$ cat src/rtl/max_pool_stream_pkg.sv
// Shared types and helpers for the streaming max-pool stage.
package max_pool_stream_pkg;

    localparam int unsigned DefDataWidth = 16;
    localparam int unsigned DefM         = 26;
    localparam int unsigned DefP         = 2;

    // Per-sample window event decoded by the top level.
    typedef struct packed {
        logic fire;  // last sample of a pooling window in its last row
        logic last;  // ... and that window closes the frame
    } pool_evt_t;

    // Index width for a counter covering 0..n-1, never narrower than one bit.
    function automatic int unsigned idx_width(input int unsigned n);
        return (n > 1) ? $clog2(n) : 1;
    endfunction

endpackage

$ cat src/rtl/max_pool_stream_if.sv
// Sample stream into the pooling stage and pooled stream out of it.
interface max_pool_stream_if #(
    parameter int unsigned dataWidth = 16
) ();

    logic signed [dataWidth-1:0] data_in;
    logic                        valid_in;
    logic signed [dataWidth-1:0] data_out;
    logic                        valid_out;
    logic                        end_out;

    // Upstream producer / downstream consumer side.
    modport master (
        output data_in, valid_in,
        input  data_out, valid_out, end_out
    );

    // Pooling stage side.
    modport slave (
        input  data_in, valid_in,
        output data_out, valid_out, end_out
    );

endinterface

$ cat src/rtl/max_pool_stream_pool_row_buffer.sv
// Pool row buffer: one partial column maximum per pooling window across a row.
// Single index serves both the synchronous write and the combinational read.
// No reset: every entry is rewritten by the first row of each window band.
module max_pool_stream_pool_row_buffer #(
    parameter int unsigned dataWidth = 16,
    parameter int unsigned Depth     = 13,
    parameter int unsigned IdxWidth  = 4
) (
    input  logic                        clk,
    input  logic                        we,
    input  logic [IdxWidth-1:0]         k,
    input  logic signed [dataWidth-1:0] wdata,
    output logic signed [dataWidth-1:0] rdata
);

    logic signed [dataWidth-1:0] mem [Depth];

    // Store the partial maximum for window column k.
    always_ff @(posedge clk) begin
        if (we) begin
            mem[k] <= wdata;
        end
    end

    // Combinational read of the same entry being updated.
    always_comb begin
        rdata = mem[k];
    end

endmodule

$ cat src/rtl/max_pool_stream.sv
// Streaming P x P non-overlapping max pooling over an M x M raster stream.
// Optional build macro: RELU_EN clamps negative samples to zero ahead of the max.
module max_pool_stream
    import max_pool_stream_pkg::*;
#(
    parameter int unsigned dataWidth = DefDataWidth,
    parameter int unsigned M         = DefM,
    parameter int unsigned P         = DefP
) (
    input  logic             clk,
    input  logic             global_rst,
    input  logic             ce,
    max_pool_stream_if.slave bus
);

    localparam int unsigned NP = M / P;
    localparam int unsigned CW = idx_width(M);
    localparam int unsigned PW = idx_width(P);
    localparam int unsigned KW = idx_width(NP);

    // Last index of the pooled region; columns/rows past it are discarded.
    localparam logic [CW-1:0] ActLast = CW'(NP * P - 1);
    localparam logic [CW-1:0] MLast   = CW'(M - 1);
    localparam logic [PW-1:0] PLast   = PW'(P - 1);
    localparam logic [KW-1:0] KLast   = KW'(NP - 1);

    function automatic logic signed [dataWidth-1:0] smax(
        input logic signed [dataWidth-1:0] a,
        input logic signed [dataWidth-1:0] b
    );
        return (a > b) ? a : b;
    endfunction

    logic [CW-1:0] c_q, r_q;
    logic [PW-1:0] hp_q, vp_q;
    logic [KW-1:0] k_q;
    logic signed [dataWidth-1:0] h_q;
    logic signed [dataWidth-1:0] data_out_q;
    logic valid_q, end_q;

    logic acc, active, win_end, buf_we;
    logic signed [dataWidth-1:0] x, h_new, buf_rd, combined;
    pool_evt_t evt;

    // Pre-op, horizontal max and vertical combine for the current sample.
    always_comb begin
        acc = ce & bus.valid_in;
`ifdef RELU_EN
        x = bus.data_in[dataWidth-1] ? '0 : bus.data_in;
`else
        x = bus.data_in;
`endif
        h_new    = (hp_q == '0) ? x : smax(h_q, x);
        active   = (c_q <= ActLast) && (r_q <= ActLast);
        win_end  = acc && active && (hp_q == PLast);
        combined = (vp_q == '0) ? h_new : smax(buf_rd, h_new);
        buf_we   = win_end && (vp_q != PLast);
        evt.fire = win_end && (vp_q == PLast);
        evt.last = evt.fire && (c_q == ActLast) && (r_q == ActLast);
    end

    max_pool_stream_pool_row_buffer #(
        .dataWidth (dataWidth),
        .Depth     (NP),
        .IdxWidth  (KW)
    ) u_row_buf (
        .clk   (clk),
        .we    (buf_we),
        .k     (k_q),
        .wdata (combined),
        .rdata (buf_rd)
    );

    // Raster position, window phases and the running horizontal max.
    always_ff @(posedge clk or posedge global_rst) begin
        if (global_rst) begin
            c_q  <= '0;
            r_q  <= '0;
            hp_q <= '0;
            vp_q <= '0;
            k_q  <= '0;
            h_q  <= '0;
        end else if (acc) begin
            h_q <= h_new;
            if (c_q == MLast) begin
                // Row wrap also realigns the phases when M is not a multiple of P.
                c_q  <= '0;
                hp_q <= '0;
                k_q  <= '0;
                if (r_q == MLast) begin
                    r_q  <= '0;
                    vp_q <= '0;
                end else begin
                    r_q  <= r_q + CW'(1);
                    vp_q <= (vp_q == PLast) ? '0 : vp_q + PW'(1);
                end
            end else begin
                c_q  <= c_q + CW'(1);
                hp_q <= (hp_q == PLast) ? '0 : hp_q + PW'(1);
                if ((hp_q == PLast) && (k_q != KLast)) begin
                    k_q <= k_q + KW'(1);
                end
            end
        end
    end

    // Registered outputs; strobes drop on the next edge whatever ce does.
    always_ff @(posedge clk or posedge global_rst) begin
        if (global_rst) begin
            data_out_q <= '0;
            valid_q    <= 1'b0;
            end_q      <= 1'b0;
        end else begin
            valid_q <= evt.fire;
            end_q   <= evt.last;
            if (evt.fire) begin
                data_out_q <= combined;
            end
        end
    end

    assign bus.data_out  = data_out_q;
    assign bus.valid_out = valid_q;
    assign bus.end_out   = end_q;

endmodule

$ cat src/flat_wrapper.sv
// flat-port wrapper written by rule: the top's interface ports become plain ports
module max_pool_stream_flat import max_pool_stream_pkg::*;
#(
    parameter int unsigned dataWidth = DefDataWidth,
    parameter int unsigned M         = DefM,
    parameter int unsigned P         = DefP
)
  (clk, global_rst, ce, bus_data_in, bus_valid_in, bus_data_out, bus_valid_out, bus_end_out);
  max_pool_stream_if #(.dataWidth(dataWidth)) bus_i ();
  input  logic clk;
  input  logic global_rst;
  input  logic ce;
  input wire logic [$bits(bus_i.data_in)-1:0] bus_data_in;
  input wire logic [$bits(bus_i.valid_in)-1:0] bus_valid_in;
  output wire logic [$bits(bus_i.data_out)-1:0] bus_data_out;
  output wire logic [$bits(bus_i.valid_out)-1:0] bus_valid_out;
  output wire logic [$bits(bus_i.end_out)-1:0] bus_end_out;
  assign bus_i.data_in = bus_data_in;
  assign bus_i.valid_in = bus_valid_in;
  assign bus_data_out = bus_i.data_out;
  assign bus_valid_out = bus_i.valid_out;
  assign bus_end_out = bus_i.end_out;
  max_pool_stream #(.dataWidth(dataWidth), .M(M), .P(P)) u_core (.clk(clk), .global_rst(global_rst), .ce(ce), .bus(bus_i));
endmodule
$ cat config.mk
export PLATFORM = sky130hd
export DESIGN_NAME = max_pool_stream_flat
export DESIGN_NICKNAME = d
export VERILOG_FILES = /design/src/rtl/max_pool_stream_pkg.sv /design/src/rtl/max_pool_stream_if.sv /design/src/rtl/max_pool_stream_pool_row_buffer.sv /design/src/rtl/max_pool_stream.sv /design/src/flat_wrapper.sv
export SDC_FILE = /design/constraint.sdc
export NUM_CORES = 1
export LEC_CHECK = 0
export CORE_MARGIN = 3
export CORE_UTILIZATION = 44
export DETAILED_ROUTE_END_ITERATION = 16
export SLEW_MARGIN = 20
export SYNTH_ARGS = -nofsm -noshare
export SYNTH_HDL_FRONTEND = slang
export SYNTH_SLANG_ARGS = --single-unit
$ cat constraint.sdc
create_clock -name clk -period 10.6 [get_ports clk]
set_clock_uncertainty 0.15 [all_clocks]
set_input_delay 1.06 -clock clk [delete_from_list [all_inputs] [get_ports clk]]
set_output_delay 1.06 -clock clk [all_outputs]
set_load 0.01 [all_outputs]
Yosys cells after proc, flatten, opt, wreduce, memory -nomap -nowiden
Memories as Yosys holds them, arrays and structs flattened. Index checks and enable logic that the tools add are counted.

Register bits after elaboration: 50. RAM bits: 208. Output and inout bits: 18. Word-level logic and storage cells: 49. Memories: 1.

Memories: u_core.u_row_buf.mem (depth 13, width 16, rd ports 1, clocked after memory_dff 0, wr ports 1, line max_pool_stream_pool_row_buffer.sv:16) `logic signed [dataWidth-1:0] mem [Depth];`.

$add $sub $neg: 5. Magnitude comparators: 4. Equality and inequality tests: 3. Mux-type cells: 14. Bitwise logic cells: 2. Reductions and logical operators: 11.

Operators by type and width (number): 16-bit two-way mux (4); 16-bit > comparator (2); 5-bit by 1-bit adder with 5-bit output (second input constant) (2); 5-bit == test (second input constant) (2); 5-bit less-or-equal comparator (second input constant) (2); 5-bit two-way mux (2); 1-bit logical AND (8); 4-bit two-way mux (2); 1-bit two-way mux (6); 4-bit by 1-bit adder with 4-bit output (second input constant) (1); 4-bit != test (second input constant) (1); 2-bit AND reduction (2); 1-bit adder (second input constant) (2); 2-bit nonzero test (1); 1-bit bitwise AND (1); 1-bit inverter (1).

Logic depth before layout (Yosys ltp)
Gate-level depths: netlist of run 1.

Depth after elaboration: 7. Depth in mapped cells: 21. Gate-level depth less buffers: 16.

Cells and area by module
From an unflattened synthesis of run 1, not the netlist that was laid out.

Cells, all modules: 755. Area, all modules: 11685.0 um2.

By module, submodules not included: max_pool_stream_pool_row_buffer (instances 1, cells an instance 346, area an instance 7966.4 um2); max_pool_stream (instances 1, cells an instance 409, area an instance 3718.6 um2).

Worst setup path after synthesis of run 1
No wires, ideal clock.

Kind: in2reg. Start: input port bus_data_in[5]. End: register u_core.data_out_q[13] (netlist: u_core.bus.data_out[13]). Library setup time: 0.068 ns. Arrival time: 5.078 ns. Data required time: 10.382 ns. Setup slack: 5.305 ns. Stages: 18. Path buffers: 2. Path through: inv_1 -> ha_1 -> a211o_1 -> o211ai_1 -> a21oi_1 -> o31ai_2 -> buf_2 -> a31oi_1 -> and2_1 -> ha_1 -> and4_4 -> and2_1 -> a22o_1 -> o41ai_4 -> clkbuf_8 -> nor3_1 -> a31oi_1 -> mux2_2.

Word-level cells in the longest chain between the ends: 6.

RTL lines: start, declared (line flat_wrapper.sv:13) `input wire logic [$bits(bus_i.data_in)-1:0] bus_data_in;`; 16-bit > comparator (line max_pool_stream.sv:31) `return (a > b) ? a : b;`; 16-bit two-way mux (line max_pool_stream.sv:31); 16-bit two-way mux (*) (line max_pool_stream.sv:53) `h_new = (hp_q == '0) ? x : smax(h_q, x);`; 16-bit > comparator (line max_pool_stream.sv:31); 16-bit two-way mux (line max_pool_stream.sv:31); 16-bit two-way mux (*) (line max_pool_stream.sv:56) `combined = (vp_q == '0) ? h_new : smax(buf_rd, h_new);`; net u_core.combined[13] (line max_pool_stream.sv:42) `logic signed [dataWidth-1:0] x, h_new, buf_rd, combined;`; end signal, assigned (line max_pool_stream.sv:117) `data_out_q <= combined;`; end, declared (line max_pool_stream.sv:38) `logic signed [dataWidth-1:0] data_out_q;`.

Mark *: on every way through the listed nets, which the timed path passes. The rest lies on a longest branch. A chain may end at the register's enable or synchronous reset.

Worst setup path after layout of run 1
Start: input port bus_data_in[11]. End: register u_core.data_out_q[10] (netlist: u_core.bus.data_out[10]).

Same word-level chain as after synthesis.

==> results_tabular.tex, run 1 <==
\begin{tabular}{lr}
\hline
Metric & Value \\
\hline
\multicolumn{2}{l}{\textbf{Logic synthesis}} \\
\quad Share of synthesized registers carrying an async set or reset & 19.4\% \\
\quad Area share of the largest cell type after synthesis & 53.2\% \\
\quad Adder-cell share of the synthesized area & 4.26\% \\
\quad Netlist cell types & 53 \\
\quad Fraction of the mapped netlist area in compound gates & 6.82\% \\
\quad Largest area contributor in the synthesized netlist & edfxtp\_1 \\
\quad Synth warnings & 0 \\
\quad Synth Register Bits & 258 \\
\quad Average cell area after synthesis & 16.5 sq um \\
\quad Synthesized-area fraction occupied by and/or/nand/nor cells & 6.33\% \\
\quad Number of enable flip-flop cells after synthesis & 208 \\
\quad Gate Count Post-Synth & 710 \\
\quad Cell area after technology mapping & 0.0117 sq mm \\
\quad Net count of the mapped netlist & 770 \\
\quad Combinational family with the most area after synthesis & multiplexers \\
\quad Synth Area in XOR/XNOR & 0.224\% \\
\quad Proportion of synthesized chip area in sequential cells & 63.9\% \\
\quad Dominant cells by area after synthesis & edfxtp\_1 (53\%), dfrtp\_1 (11\%), mux4\_2 (7.5\%) \\
\quad Most used flip-flop cell after synthesis & edfxtp\_1 \\
\quad Multiplexer share of the synthesized area & 15.0\% \\
\multicolumn{2}{l}{\textbf{Routing}} \\
\quad Number of remaining DRC errors & 0 \\
\quad Met3 wire length & 1540 microns \\
\quad Routed len/inst & 23.5 microns \\
\quad Vias/cell & 5.83 \\
\quad Router iterations before antenna repair & 5 \\
\quad Violation count after the first detailed-route iteration & 628 \\
\quad Total via count in the routed design & 6481 \\
\quad Routed wire length & 26100 microns \\
\quad Antenna-violating nets left & 0 \\
\quad Top layer reached by signal wires & met4 \\
\quad Routed metal-1 wirelength & 11300 microns \\
\quad Routed met2 length & 12700 microns \\
\multicolumn{2}{l}{\textbf{Timing}} \\
\quad Number of slew-limit violations in the final report & 0 \\
\quad Setup repair after global routing missed its margin & no \\
\quad Measured slew at the worst slew-check pin & 1.10 ns \\
\quad Final-report setup violation count & 0 \\
\quad Tightest slew margin relative to the limit & 26.6\% \\
\quad Highest clock frequency the design can meet & 140 MHz \\
\quad Final TNS setup & 0 ns \\
\quad Share of the cycle needed by the critical path after routing & 67.6\% \\
\quad Clock period minus worst slack & 7.16 ns \\
\quad Final Hold Viols & 0 \\
\multicolumn{2}{l}{\textbf{Setup path}} \\
\quad Type of element launching the critical path & input pin \\
\quad Kind of cell adding the most delay to the critical path & compound AO/OA/AOI/OAI gates \\
\quad Required time of the critical path & 10.87 ns \\
\quad Buf/Inv on CP & 2 \\
\quad Crit-path cells & clkdlybuf4s50\_1, inv\_1, ha\_1, a21oi\_1, o21ai\_1, a211o\_1, nor2\_1, a31oi\_1, and2\_1, ha\_1, and4\_4, and2\_1, a22o\_1, o41ai\_4, or2\_1, a31oi\_2, mux2\_2 \\
\quad CP Max Fanout & 17 \\
\quad Class of the most critical setup path & in -> reg \\
\quad Data arrival at the endpoint of the critical path & 7.43 ns \\
\quad CP Capture Type & flip-flop \\
\quad Cell at the slowest stage of the critical path & nor2\_1 \\
\quad Crit path largest cell delay & 0.84 ns \\
\multicolumn{2}{l}{\textbf{Clocking}} \\
\quad TritonCTS buffer count & 27 \\
\quad Total number of clock tree sinks & 258 \\
\quad Clock slew at reported path FFs & 0.06 ns \\
\quad Later-pin clock latency in the skew report & 0.53 ns \\
\quad Clock tree buffer depth & 3 \\
\quad Root buffer selected by CTS & clkbuf\_16 \\
\quad Hold buffer count at cts & 0 \\
\quad H-tree depth reported by CTS & 1 \\
\quad CTS tree & yes \\
\quad Number of gates given a new drive strength after cts & 0 \\
\quad Buffers inserted during post-CTS setup optimization & 0 \\
\multicolumn{2}{l}{\textbf{Floorplanning}} \\
\quad Standard-cell rows & 59 \\
\quad Top Ports & 38 \\
\quad Standard cell core area & 0.0261 sq mm \\
\quad Width of the die & 169 microns \\
\quad Initial standard-cell utilization of the core & 44.9\% \\
\quad Die area & 0.0287 sq mm \\
\quad Y dimension of the die & 169 microns \\
\multicolumn{2}{l}{\textbf{GRT}} \\
\quad Maximum number of pins on one net before global-route repair & 54 \\
\quad Global route total overflow & 0 \\
\quad Wire length of the first global-routing pass & 39900 microns \\
\quad Number of global-route vias before repair & 6649 \\
\quad Total track usage & 18.2\% \\
\quad Antenna violations before repair & 0 \\
\multicolumn{2}{l}{\textbf{Finish}} \\
\quad ANT cells & 0 \\
\quad Finished Layout Cells & 1111 \\
\quad Count of nets after finishing & 816 \\
\quad Most frequent standard cell in the layout excluding fill and tap cells & edfxtp\_1 \\
\quad Number of inserted filler cells in the final layout & 2120 \\
\quad Commonest non-fill, non-tap cells in the layout & edfxtp\_1 (208), dfrtp\_1 (48), ha\_1 (40), mux4\_2 (39) \\
\quad Layout cells sized above 1 & 17.4\% \\
\quad Growth of design area from synthesis to finish & 12.4\% \\
\quad Final core area utilization & 50.5\% \\
\multicolumn{2}{l}{\textbf{Min path}} \\
\quad Type of the worst min-delay path & reg -> reg \\
\multicolumn{2}{l}{\textbf{Pwr}} \\
\quad Clock share of power & 23.9\% \\
\quad Cell Int Power & 0.00234 W \\
\quad Leak & 4.60 nW \\
\quad Worst VDD drop & 0.000137 V \\
\quad Combinational fraction of design power & 35.9\% \\
\quad Switching share of power & 33.1\% \\
\quad Share of total power in sequential cells & 40.2\% \\
\quad Sw Pwr & 0.00116 W \\
\quad Power density over cell area & 265 mW/mm\^{}2 \\
\multicolumn{2}{l}{\textbf{Flow run}} \\
\quad Number of violations of the max-capacitance limit & 0 \\
\multicolumn{2}{l}{\textbf{Place}} \\
\quad Count of buffers inserted at the top-level ports & 37 \\
\quad Final weighted congestion of routability-driven global placement & 0.891 \\
\quad Post-DP HPWL & 16100 microns \\
\quad Number of instances in the placed design & 1062 \\
\multicolumn{2}{l}{\textbf{Outcome}} \\
\quad Result of the run & complete, no violations \\
\hline
\end{tabular}
==> routing by layer <==
| layer | vias to the layer above | global-route usage, % |
|---|---|---|
| met2 | 219 | 29.9 |
| met5 | - | 0 |
| met1 | 3298 | 25.7 |
| met4 | 0 | 4.84 |
| met3 | 43 | 2.82 |
| li1 | 2921 | - |
==> metrics by stage <==
stage | setup WS, ns | area (sq um) | power, W | hold slack (ns)
4_1_cts | 3.60 | 13200 | 0.00351 | 0.364
6_report | 3.44 | 13200 | 0.00349 | 0.358
3_3_place_gp | 3.09 | 12400 | 0.00263 | 0.342
3_5_place_dp | 3.06 | 12400 | 0.00267 | 0.350
5_1_grt | 3.14 | 13200 | 0.00369 | 0.383
2_1_floorplan | 5.30 | 11700 | 0.00232 | 0.326
==> cell families (layout without fill, tap and decap cells) <==
group | Yosys count | after routing
xor gates and xnor gates | 3 | 3
DFF | 258 | 258
muxes | 81 | 81
buffers and inverters | 64 | 130
and+or+nand+nor | 150 | 150
adders and majority gates | 40 | 40
AOI/OAI and AO/OA | 114 | 114
==> worst paths after layout <==
check / start / end / slack [ns] / depth (start not counted)
setup / recovery: bus_data_in[11] / u_core.bus.data_out[10]$_DFFE_PP0P_ / 3.44 / 17
hold / removal: u_core.bus.data_out[10]$_DFFE_PP0P_ / u_core.bus.data_out[10]$_DFFE_PP0P_ / 0.36 / 1
max in group asynchronous: global_rst / u_core.k_q[1]$_DFFE_PP0P_ / 8.83 / 2
min in group asynchronous: global_rst / u_core.r_q[1]$_DFFE_PP0P_ / 0.88 / 2
setup reg to reg: u_core.h_q[11]$_DFFE_PP0P_ / u_core.bus.data_out[10]$_DFFE_PP0P_ / 4.11 / 15
hold reg to reg: u_core.bus.data_out[10]$_DFFE_PP0P_ / u_core.bus.data_out[10]$_DFFE_PP0P_ / 0.36 / 1
==> cell usage after synthesis, types with 17 or more instances <==
master and instances:
dfrtp_1 50, mux4_2 39, o211ai_1 21, and2_1 17, nand2_1 38, edfxtp_1 208, mux4_1 25, ha_1 40
a31oi_1 24, o21ai_0 32, nor2_1 37, nor3_1 23, inv_1 25
==> worst register-to-register path: cells and delay by family (launching register included) <==
family / cells / cell delay, ns
AOI/OAI and AO/OA: 7 / 2.51
adders and majority gates: 2 / 0.63
DFF: 1 / 0.41
and+or+nand+nor: 5 / 2.22
muxes: 1 / 0.45
==> area by class of cell <==
type	instances	area (sq um)	share of cell area [%]
sequential	258	7500	56.8
timing repair buffer	56	513	3.89
multi-input combinational	388	3900	29.5
clock inverter	10	50.0	0.379
clock buffer	39	721	5.46
tap	335	419	3.18
inverter	25	95.1	0.721
==> state kept, by name, summed over array words and instances (netlist names) <==
signal and flops:
u_core.u_row_buf.mem 208, u_core.r_q 5, u_core.h_q 16, u_core.bus.valid_out 1, u_core.vp_q 1, u_core.bus.end_out 1
u_core.c_q 5, u_core.bus.data_out 16, u_core.hp_q 1, u_core.k_q 4
==> power groups by stage <==
stage | combinational [W] | clock, W | sequential (W)
2_1_floorplan | 0.000900 | 0 | 0.00142
3_3_place_gp | 0.00121 | 0 | 0.00142
3_5_place_dp | 0.00124 | 0 | 0.00143
4_1_cts | 0.00125 | 0.000858 | 0.00141
5_1_grt | 0.00137 | 0.000901 | 0.00142
6_report | 0.00125 | 0.000835 | 0.00141
(Power assumes the default switching activity.)
==> inputs of run 2 (changes only) <==
- clock period: 10.6 -> 7.1 ns (I/O delays scaled with it)
==> run 2 against run 1 <==
Against the previous run:
- clock power grew 66%
- combinational power grew 48%
- register-to-register slack lost 2.8 ns
- first-iteration DRC count shrank 16%
- sequential share of layout area shrank 0.62 points
- non-clock buffer count grew 11
- cell area grew 1.1%
- hold slack lost 0.0048 ns
- count of clock-buffer cells in the layout shrank 2
- power grew 54%
- routed wire length grew 2.0%
- critical endpoint is now u_core.bus.data_out[0]$_DFFE_PP0P_
- largest cell class unchanged
- largest power group unchanged
==> results_tabular.tex, run 2 (same netlist as run 1, synthesis figures left out) <==
\begin{tabular}{lr}
\hline
Metric & Value \\
\hline
\multicolumn{2}{l}{\textbf{Outcome}} \\
\quad Result of the run & complete, no violations \\
\multicolumn{2}{l}{\textbf{Routing}} \\
\quad Routed met2 length & 13000 microns (+2.3\%) \\
\quad Violation count after the first detailed-route iteration & 525 (-16\%) \\
\quad Vias/cell & 5.89 (+1.0\%) \\
\quad Number of remaining DRC errors & 0 (unchanged) \\
\quad Total via count in the routed design & 6619 (+2.1\%) \\
\quad Routed len/inst & 23.7 microns (+0.96\%) \\
\quad Routed metal-1 wirelength & 12100 microns (+7.1\%) \\
\quad Routed wire length & 26600 microns (+2.0\%) \\
\quad Router iterations before antenna repair & 5 (unchanged) \\
\quad Antenna-violating nets left & 0 (unchanged) \\
\quad Met3 wire length & 1030 microns (-33\%) \\
\quad Top layer reached by signal wires & met4 \\
\multicolumn{2}{l}{\textbf{Floorplanning}} \\
\quad Y dimension of the die & 169 microns (unchanged) \\
\quad Initial standard-cell utilization of the core & 44.9\% (unchanged) \\
\quad Top Ports & 38 (unchanged) \\
\quad Standard-cell rows & 59 (unchanged) \\
\quad Die area & 0.0287 sq mm (unchanged) \\
\quad Width of the die & 169 microns (unchanged) \\
\quad Standard cell core area & 0.0261 sq mm (unchanged) \\
\multicolumn{2}{l}{\textbf{GRT}} \\
\quad Maximum number of pins on one net before global-route repair & 51 (-5.6\%) \\
\quad Total track usage & 18.6\% (+0.40 points) \\
\quad Wire length of the first global-routing pass & 40800 microns (+2.2\%) \\
\quad Global route total overflow & 0 (unchanged) \\
\quad Number of global-route vias before repair & 6734 (+1.3\%) \\
\quad Antenna violations before repair & 0 (unchanged) \\
\multicolumn{2}{l}{\textbf{Min path}} \\
\quad Type of the worst min-delay path & reg -> reg \\
\multicolumn{2}{l}{\textbf{Clocking}} \\
\quad Root buffer selected by CTS & clkbuf\_16 \\
\quad Clock tree buffer depth & 3 (unchanged) \\
\quad TritonCTS buffer count & 27 (unchanged) \\
\quad Number of gates given a new drive strength after cts & 0 (unchanged) \\
\quad Later-pin clock latency in the skew report & 0.55 ns (+0.02 ns) \\
\quad Buffers inserted during post-CTS setup optimization & 0 (unchanged) \\
\quad Hold buffer count at cts & 0 (unchanged) \\
\quad CTS tree & yes \\
\quad H-tree depth reported by CTS & 1 (unchanged) \\
\quad Total number of clock tree sinks & 258 (unchanged) \\
\quad Clock slew at reported path FFs & 0.06 ns (about the same) \\
\multicolumn{2}{l}{\textbf{Setup path}} \\
\quad Required time of the critical path & 7.36 ns (-3.51 ns) \\
\quad Type of element launching the critical path & input pin \\
\quad Cell at the slowest stage of the critical path & a31oi\_2 \\
\quad Data arrival at the endpoint of the critical path & 6.36 ns (-1.07 ns) \\
\quad Crit path largest cell delay & 0.88 ns (+0.04 ns) \\
\quad Class of the most critical setup path & in -> reg \\
\quad Setup slack on the worst flop-to-flop path & 1.30 ns (-2.81 ns) \\
\quad CP Max Fanout & 22 (+5) \\
\quad Crit-path cells & clkdlybuf4s50\_1, inv\_1, ha\_1, nand4\_1, nor2\_1, a31oi\_2, buf\_4, nor2\_1, a31oi\_1, and2\_1, ha\_1, and4\_1, nand3\_1, a21oi\_1, o21ba\_2, or2\_1, a31oi\_2, mux2\_4 \\
\quad CP Capture Type & flip-flop \\
\multicolumn{2}{l}{\textbf{Timing}} \\
\quad Final-report setup violation count & 0 (unchanged) \\
\quad Highest clock frequency the design can meet & 164 MHz \\
\quad Measured slew at the worst slew-check pin & 1.08 ns (-0.0123 ns) \\
\quad Clock period minus worst slack & 6.10 ns \\
\quad Tightest slew margin relative to the limit & 27.5\% (+0.86 points) \\
\quad Setup repair after global routing missed its margin & no \\
\quad Number of slew-limit violations in the final report & 0 (unchanged) \\
\quad Final Hold Viols & 0 (unchanged) \\
\quad Final TNS setup & 0 ns (unchanged) \\
\quad Share of the cycle needed by the critical path after routing & 85.9\% \\
\multicolumn{2}{l}{\textbf{Finish}} \\
\quad Flip-flop count of the largest register, all copies and words added & 208 (unchanged) \\
\quad Register with the highest flop count & u\_core.u\_row\_buf.mem \\
\quad Post-route design area & 0.0133 sq mm (+1.1\%) \\
\quad Most frequent standard cell in the layout excluding fill and tap cells & edfxtp\_1 \\
\quad Layout cells sized above 1 & 18.7\% (+1.3 points) \\
\quad Commonest non-fill, non-tap cells in the layout & edfxtp\_1 (208), dfrtp\_1 (48), ha\_1 (40), mux4\_2 (39) \\
\quad Count of nets after finishing & 827 (+1.3\%) \\
\quad ANT cells & 0 (unchanged) \\
\quad Growth of design area from synthesis to finish & 13.6\% \\
\quad Final core area utilization & 51.1\% (+0.56 points) \\
\multicolumn{2}{l}{\textbf{Flow run}} \\
\quad Number of violations of the max-capacitance limit & 0 (unchanged) \\
\multicolumn{2}{l}{\textbf{Place}} \\
\quad Final weighted congestion of routability-driven global placement & 0.895 (+0.38\%) \\
\quad Post-DP HPWL & 17500 microns (+8.8\%) \\
\quad Placed cell area & 0.0125 sq mm (+0.60\%) \\
\quad Count of buffers inserted at the top-level ports & 37 (unchanged) \\
\multicolumn{2}{l}{\textbf{Pwr}} \\
\quad Power density over cell area & 404 mW/mm\^{}2 (+53\%) \\
\quad Leak & 4.71 nW (+2.3\%) \\
\quad Worst VDD drop & 0.000195 V (+43\%) \\
\hline
\end{tabular}
[run 2: final cells by class]
| class | count | area [sq um] |
|---|---|---|
| Inverter | 25 | 95.1 |
| Tap cell | 335 | 419 |
| Multi-Input combinational cell | 388 | 3860 |
| Fill cell | 2093 | 12800 |
| Clock buffer | 37 | 723 |
| Clock inverter | 13 | 150 |
| Timing Repair Buffer | 67 | 596 |
| Sequential cell | 258 | 7500 |
[run 2: final timing paths]
check                                                   start                                 end  cells past startpoint
setup / recovery                               bus_data_in[8]  u_core.bus.data_out[0]$_DFFE_PP0P_                     18
hold / removal             u_core.bus.data_out[6]$_DFFE_PP0P_  u_core.bus.data_out[6]$_DFFE_PP0P_                      1
max in group asynchronous                          global_rst           u_core.k_q[1]$_DFFE_PP0P_                      2
hold reg to reg            u_core.bus.data_out[6]$_DFFE_PP0P_  u_core.bus.data_out[6]$_DFFE_PP0P_                      1
min in group asynchronous                          global_rst           u_core.r_q[4]$_DFFE_PP0P_                      2
setup reg to reg                    u_core.h_q[9]$_DFFE_PP0P_  u_core.bus.data_out[0]$_DFFE_PP0P_                     16
[run 2: power by group]
| part | leakage [nW] | total (W) | switching (W) | internal [W] |
|---|---|---|---|---|
| sequential | 2.49 | 0.00215 | 0.000141 | 0.00201 |
| combinational | 1.79 | 0.00185 | 0.00105 | 0.000798 |
| clock | 0.429 | 0.00139 | 0.000565 | 0.000824 |
| total | 4.71 | 0.00539 | 0.00176 | 0.00363 |
[run 2: routing by layer]
layer / up-vias / global-route usage, %
li1: 2945 / -
met1: 3462 / 26.5
met5: - / 0
met3: 38 / 2.12
met4: 0 / 3.84
met2: 174 / 31.4
[run 2: stage by stage]
| stage | hold slack (ns) | cells | worst slack, ns | power, W |
|---|---|---|---|---|
| floorplan | 0.326 | 710 | 2.15 | 0.00346 |
| global placement | 0.346 | 1073 | 0.747 | 0.00396 |
| detailed placement | 0.347 | 1073 | 0.567 | 0.00403 |
| CTS | 0.358 | 1123 | 1.13 | 0.00542 |
| global route | 0.382 | 1123 | 0.648 | 0.00567 |
| finish | 0.354 | 1123 | 1.00 | 0.00539 |
[run 2: worst max-delay path: cells and delay by family]
kind	cells	cell delay, ns
AOI/OAI and AO/OA	5	2.39
muxes	1	0.40
buffers and inverters	3	0.89
adders and majority gates	2	0.47
and+or+nand+nor	7	1.48
